## config.mk

```make
export PLATFORM = sky130hd
export DESIGN_NAME = uart_alu_sequencer
export DESIGN_NICKNAME = d
export VERILOG_FILES = /design/src/rtl/uart_pkg.sv /design/src/rtl/seq_timeout_counter.sv /design/src/rtl/uart_alu_sequencer.sv
export SDC_FILE = /design/constraint.sdc
export NUM_CORES = 1
export LEC_CHECK = 0
export CAP_MARGIN = 5
export CORE_MARGIN = 5
export CORE_UTILIZATION = 30
export DETAILED_ROUTE_END_ITERATION = 10
export HOLD_SLACK_MARGIN = 0.06
export PLACE_DENSITY = 0.53
export SLEW_MARGIN = 20
export SYNTH_ARGS = -nofsm -noshare
export SYNTH_HDL_FRONTEND = slang
export SYNTH_SLANG_ARGS = --single-unit
```

## constraint.sdc

```tcl
create_clock -name i_clock -period 1.8 [get_ports i_clock]
set_input_delay 0.27 -clock i_clock [delete_from_list [all_inputs] [get_ports i_clock]]
set_output_delay 0.27 -clock i_clock [all_outputs]
set_load 0.02 [all_outputs]
```

## src/rtl/uart_pkg.sv

```systemverilog
// uart_pkg: shared widths, sequencer state encoding and ALU opcodes
package uart_pkg;
  localparam int NB_DATA   = 8;
  localparam int NB_OPCODE = 6;
  typedef enum logic [2:0] {WAIT_A, WAIT_B, WAIT_OP, EXEC, SEND, WAIT_TX} state_t;
  localparam logic [NB_OPCODE-1:0] OP_ADD = 6'h20;
  localparam logic [NB_OPCODE-1:0] OP_SUB = 6'h22;
  localparam logic [NB_OPCODE-1:0] OP_AND = 6'h24;
  localparam logic [NB_OPCODE-1:0] OP_OR  = 6'h25;
  localparam logic [NB_OPCODE-1:0] OP_XOR = 6'h26;
  localparam logic [NB_OPCODE-1:0] OP_NOR = 6'h27;
  localparam logic [NB_OPCODE-1:0] OP_SRA = 6'h03;
  localparam logic [NB_OPCODE-1:0] OP_SRL = 6'h02;
endpackage

```

## src/rtl/seq_timeout_counter.sv

```systemverilog
// seq_timeout_counter: saturating idle counter with terminal-count pulse
module seq_timeout_counter #(
  parameter int TIMEOUT_CYCLES = 1_000_000
) (
  input  logic i_clock,
  input  logic i_reset,
  input  logic i_clear,
  input  logic i_enable,
  output logic o_tc
);
  localparam int CW = $clog2(TIMEOUT_CYCLES);
  localparam logic [CW-1:0] LAST = CW'(TIMEOUT_CYCLES - 1);
  logic [CW-1:0] count;
  assign o_tc = i_enable && count == LAST;
  always_ff @(posedge i_clock or posedge i_reset)
    if (i_reset) count <= '0;
    else if (i_clear || o_tc) count <= '0;
    else if (i_enable && count != LAST) count <= count + CW'(1);
endmodule

```

## src/rtl/uart_alu_sequencer.sv

```systemverilog
// uart_alu_sequencer: collects A, B, opcode bytes from the UART, runs the ALU, returns the result byte
module uart_alu_sequencer
  import uart_pkg::*;
#(
  parameter int NB_DATA        = uart_pkg::NB_DATA,
  parameter int NB_OPCODE      = uart_pkg::NB_OPCODE,
  parameter int TIMEOUT_CYCLES = 1_000_000
) (
  input  logic                 i_clock,
  input  logic                 i_reset,
  input  logic                 i_rx_done,
  input  logic [NB_DATA-1:0]   i_rx_data,
  input  logic                 i_tx_done,
  output logic                 o_tx_start,
  output logic [NB_DATA-1:0]   o_tx_byte,
  output logic [NB_DATA-1:0]   o_alu_a,
  output logic [NB_DATA-1:0]   o_alu_b,
  output logic [NB_OPCODE-1:0] o_alu_op,
  input  logic [NB_DATA-1:0]   i_alu_result,
  output logic                 o_busy,
  output logic                 o_frame_err,
  output logic                 o_overrun
);
  state_t state, state_next;
  logic frame_wait, tc, returning;
  assign frame_wait = state == WAIT_B || state == WAIT_OP;
  assign returning  = state == EXEC || state == SEND || state == WAIT_TX;
  seq_timeout_counter #(.TIMEOUT_CYCLES(TIMEOUT_CYCLES)) u_timeout (
    .i_clock (i_clock),
    .i_reset (i_reset),
    .i_clear (i_rx_done || !frame_wait),
    .i_enable(frame_wait),
    .o_tc    (tc)
  );
  // a byte arriving on the terminal count wins over the timeout
  always_comb begin
    state_next = state;
    case (state)
      WAIT_A:  state_next = i_rx_done ? WAIT_B : WAIT_A;
      WAIT_B:  state_next = i_rx_done ? WAIT_OP : tc ? WAIT_A : WAIT_B;
      WAIT_OP: state_next = i_rx_done ? EXEC : tc ? WAIT_A : WAIT_OP;
      EXEC:    state_next = SEND;
      SEND:    state_next = WAIT_TX;
      WAIT_TX: state_next = i_tx_done ? WAIT_A : WAIT_TX;
      default: state_next = WAIT_A;
    endcase
  end
  always_ff @(posedge i_clock or posedge i_reset)
    if (i_reset) begin
      state       <= WAIT_A;
      o_tx_start  <= 1'b0;
      o_tx_byte   <= '0;
      o_alu_a     <= '0;
      o_alu_b     <= '0;
      o_alu_op    <= '0;
      o_busy      <= 1'b0;
      o_frame_err <= 1'b0;
      o_overrun   <= 1'b0;
    end else begin
      state       <= state_next;
      o_busy      <= state_next != WAIT_A;
      o_tx_start  <= state == EXEC;
      o_frame_err <= frame_wait && tc && !i_rx_done;
      o_overrun   <= returning && i_rx_done;
      if (state == WAIT_A && i_rx_done) o_alu_a <= i_rx_data;
      if (state == WAIT_B && i_rx_done) o_alu_b <= i_rx_data;
      if (state == WAIT_OP && i_rx_done) o_alu_op <= i_rx_data[NB_OPCODE-1:0];
      if (state == EXEC) o_tx_byte <= i_alu_result;
    end
endmodule

```

==> results.sh <==
export IMPL_outcome="complete, but fails checks"
export IMPL_failed_checks="negative setup slack"
export IMPL_buffer_ports_inserted=53
export IMPL_ctsRootBufferMaster="sky130_fd_sc_hd__clkbuf_8"
export IMPL_grt_first_pass_wirelength_mm=9.170
export IMPL_dieArea_mm2=0.01006
export IMPL_post_synth_cell_area_avg_um2=11.28
export IMPL_cts_max_level=3
export IMPL_cts_inserted_buffers=9
export IMPL_fin_cells=409
export IMPL_commonest_non_fill_non_tap_cells_in_the_layout="sky130_fd_sc_hd__dfrtp_1, sky130_fd_sc_hd__clkdlybuf4s50_1, sky130_fd_sc_hd__nand2_1, sky130_fd_sc_hd__nor2_1, sky130_fd_sc_hd__mux2_2"
export IMPL_overall_routing_resource_usage=0.1162
export IMPL_worst_endpoint_arrival_ps=2090
export IMPL_antenna_found_initial=0
export IMPL_power_switching_w=0.001714
export IMPL_cts_post_setup_buffers_inserted=0
export IMPL_yosys_top_cells_area="sky130_fd_sc_hd__dfrtp_1, sky130_fd_sc_hd__mux2_2, sky130_fd_sc_hd__nand2_1"
export IMPL_final_layout_size_suffix_gt1_frac=0.2270
export IMPL_largest_net_degree_at_the_start_of_global_routing=58
export IMPL_drt_vias_per_instance=4.513
export IMPL_finalSetupViolCount=23
export IMPL_worstSetupStartpointType="flip-flop"
export IMPL_gpl_final_weighted_congestion=0.7817
export IMPL_post_route_clock_period_utilization=1.048
export IMPL_maxSlewViolCount=0
export IMPL_clock_power_share=0.196
export IMPL_min_period_ps=1887
export IMPL_worstHoldPathType="in -> async"
export IMPL_yosys_top_cell_area_share=0.5828
export IMPL_cts_max_path_buffers=2
export IMPL_final_setup_worst_slack_ps=-87.29
export IMPL_netlist_instances=217
export IMPL_number_of_routed_nets_with_antenna_violations=0
export IMPL_critical_path_required_ps=2000
export IMPL_final_setup_skew_ps=5.909
export IMPL_cell_pwr_density_mw_per_mm2=1454
export IMPL_power_sequential_fraction=0.379
export IMPL_die_width_um=100.3
export IMPL_route_vias_total=1846
export IMPL_placedCellCount=394
export IMPL_peakVddDrop_uv=322.9
export IMPL_yosys_warnings=0
export IMPL_upper_clock_frequency_limit_ghz=0.5299
export IMPL_cell_internal_pwr_w=0.003349
export IMPL_wirelength_mm=5.345
export IMPL_layout_cells_most_common="sky130_fd_sc_hd__dfrtp_1"
export IMPL_syn_num_nets=238
export IMPL_tritoncts="built"
export IMPL_drtIter0Drc=52
export IMPL_design_power_total_w=0.005063
export IMPL_critical_path_capture_point_type="flip-flop"
export IMPL_grt_pass1_vias=1863
export IMPL_cp_max_fo=20
export IMPL_unrepaired_setup_endpoints_after_global_routing="true"
export IMPL_syn_cell_area_mm2=0.002447
export IMPL_detail_route_drc_violations=0
export IMPL_sequential_cell_area_mm2=0.001426
export IMPL_count_of_unique_library_cells_instantiated_by_yosys=35
export IMPL_pin_slew_with_the_least_headroom_to_its_limit_ps=314.0
export IMPL_num_io_pins=54
export IMPL_initial_utilization=0.3024
export IMPL_multi_input_area_um2=985.9
export IMPL_placeableCoreArea_mm2=0.008093
export IMPL_synth_largest_area_cell="sky130_fd_sc_hd__dfrtp_1"
export IMPL_path_class="reg -> reg"
export IMPL_std_cell_rows=33
export IMPL_nets=321
export IMPL_worstSkewPairLatency_ps=330
export IMPL_p_leak_nw=1.448
export IMPL_dp_hpwl_mm=3.761
export IMPL_syn2layout_area_growth_pct=42.23
export IMPL_router_iterations_before_antenna_repair=4
export IMPL_layout_core_utilization=0.4301
export IMPL_antenna_diode_count=0
export IMPL_final_hold_viol_count=0
export IMPL_clock_sinks=57
export IMPL_switching_share=0.3385
export IMPL_drt_wirelength_per_cell_um=13.07
export IMPL_postSynthRegisterBits=57
export IMPL_layout_filler_cells=805
export IMPL_die_h_um=100.3
export IMPL_globalRoute_totalOverflow=0
export IMPL_timing_max_cap_violations=0
export IMPL_combinational_power_share=0.425
export IMPL_clk_pin_slew_worst_paths_ps=60
export IMPL_ys_seq_area_frac=0.5828
export IMPL_max_slew_margin=0.7888
-- power by group through the flow --
stage          sequential [W]  combinational, W  clock, W
2_1_floorplan         0.00235          0.000725         0
3_3_place_gp          0.00194           0.00216         0
3_5_place_dp          0.00195           0.00218         0
4_1_cts               0.00193           0.00219   0.00104
5_1_grt               0.00199           0.00231   0.00110
6_report              0.00192           0.00215  0.000992
-- through the flow --
stage	setup TNS, ps	setup slack, ps	cell area [um2]	hold WS, ps
global route	-3791	-183.7	3481	319.0
floorplan	-1172	-66.32	2455	375.4
global placement	-1038	-62.37	3301	448.2
finish	-1709	-87.29	3481	308.0
CTS	-1865	-95.73	3475	313.7
detailed placement	-1884	-94.81	3301	455.1
-- cells in the mapped netlist --
master	count
sky130_fd_sc_hd__dfrtp_1	57
sky130_fd_sc_hd__nor2_1	23
sky130_fd_sc_hd__or4_1	1
sky130_fd_sc_hd__mux2_2	22
sky130_fd_sc_hd__nand2_1	30
sky130_fd_sc_hd__and4_1	1
sky130_fd_sc_hd__o211ai_1	1
sky130_fd_sc_hd__or2_2	2
sky130_fd_sc_hd__or3_1	4
sky130_fd_sc_hd__inv_1	6
sky130_fd_sc_hd__o221ai_1	1
sky130_fd_sc_hd__a21oi_1	5
sky130_fd_sc_hd__ha_1	1
sky130_fd_sc_hd__buf_6	2
sky130_fd_sc_hd__o31ai_1	1
sky130_fd_sc_hd__xor2_1	4
sky130_fd_sc_hd__clkinv_1	1
sky130_fd_sc_hd__or4_4	2
sky130_fd_sc_hd__or4b_1	1
sky130_fd_sc_hd__nor3_1	4
sky130_fd_sc_hd__o32ai_1	1
sky130_fd_sc_hd__xnor2_1	10
sky130_fd_sc_hd__nor4_1	5
sky130_fd_sc_hd__nor3_2	1
sky130_fd_sc_hd__and2_1	3
sky130_fd_sc_hd__nand2b_1	5
sky130_fd_sc_hd__o21ai_0	4
sky130_fd_sc_hd__o21ai_2	1
sky130_fd_sc_hd__a21boi_0	2
sky130_fd_sc_hd__nand4_2	1
sky130_fd_sc_hd__clkbuf_1	3
sky130_fd_sc_hd__nor2b_1	1
sky130_fd_sc_hd__nand3b_1	1
sky130_fd_sc_hd__nand4_1	3
sky130_fd_sc_hd__nand3_1	7
-- repair_timing --
action	4_1_cts	5_1_grt
gates cloned	0	0
gates resized for setup	3	1
pin swaps	1	3
hold buffers	0	0
endpoints found under the setup margin	23	24
-- worst max-delay path: stages (launching register included) --
cell and delay [ps]:
sky130_fd_sc_hd__dfrtp_1 380, sky130_fd_sc_hd__or4b_1 510, sky130_fd_sc_hd__or4_4 470, sky130_fd_sc_hd__o21ai_4 190, sky130_fd_sc_hd__buf_12 170, sky130_fd_sc_hd__a21oi_1 50
-- final cells by class --
type | count | share of cell area
Inverter | 7 | 0.007549
Tap cell | 105 | 0.03774
Multi-Input combinational cell | 148 | 0.2832
Timing Repair Buffer | 77 | 0.2150
Clock inverter | 3 | 0.005032
Sequential cell | 57 | 0.4098
Clock buffer | 12 | 0.04170
-- flip-flops by register name, indices dropped and copies added, names as in the netlist, 3 cells and up --
signal,flops
u_timeout.count,20
o_alu_a,8
o_alu_b,8
o_tx_byte,8
o_alu_op,6
state,3
-- cell families (layout without fill, tap and decap cells) --
| family | count (synthesis) | in the layout | share of synthesized area |
|---|---|---|---|
| compound gates | 16 | 16 | 0.04141 |
| fa+ha+maj | 1 | 1 | 0.005112 |
| buf+inv | 12 | 99 | 0.02454 |
| xor+xnor | 14 | 14 | 0.05010 |
| flops | 57 | 57 | 0.5828 |
| simple gates | 95 | 95 | 0.1948 |
| mux | 22 | 22 | 0.1012 |
-- routing by layer --
layer / GRT usage / vias up / wire (um)
met5: 0 / - / 0
met4: 0.04663 / 0 / 68
met3: 0.04170 / 8 / 306
met2: 0.1799 / 43 / 2581
met1: 0.1479 / 884 / 2389
li1: - / 911 / -
-- final timing paths --
path                                    startpoint                  end  slack (ps)  depth (start not counted)
worst max-delay path            u_timeout.count[8]  u_timeout.count[19]         -90                          5
worst max register to register  u_timeout.count[8]  u_timeout.count[19]         -90                          5
worst min-delay path                       i_reset           o_alu_b[6]         310                          3
min in group i_clock            u_timeout.count[0]   u_timeout.count[0]         460                          1
max in group asynchronous                  i_reset   u_timeout.count[4]        1220                          3
worst min register to register  u_timeout.count[0]   u_timeout.count[0]         460                          1
No activity file was read; power rests on OpenSTA's default activity.
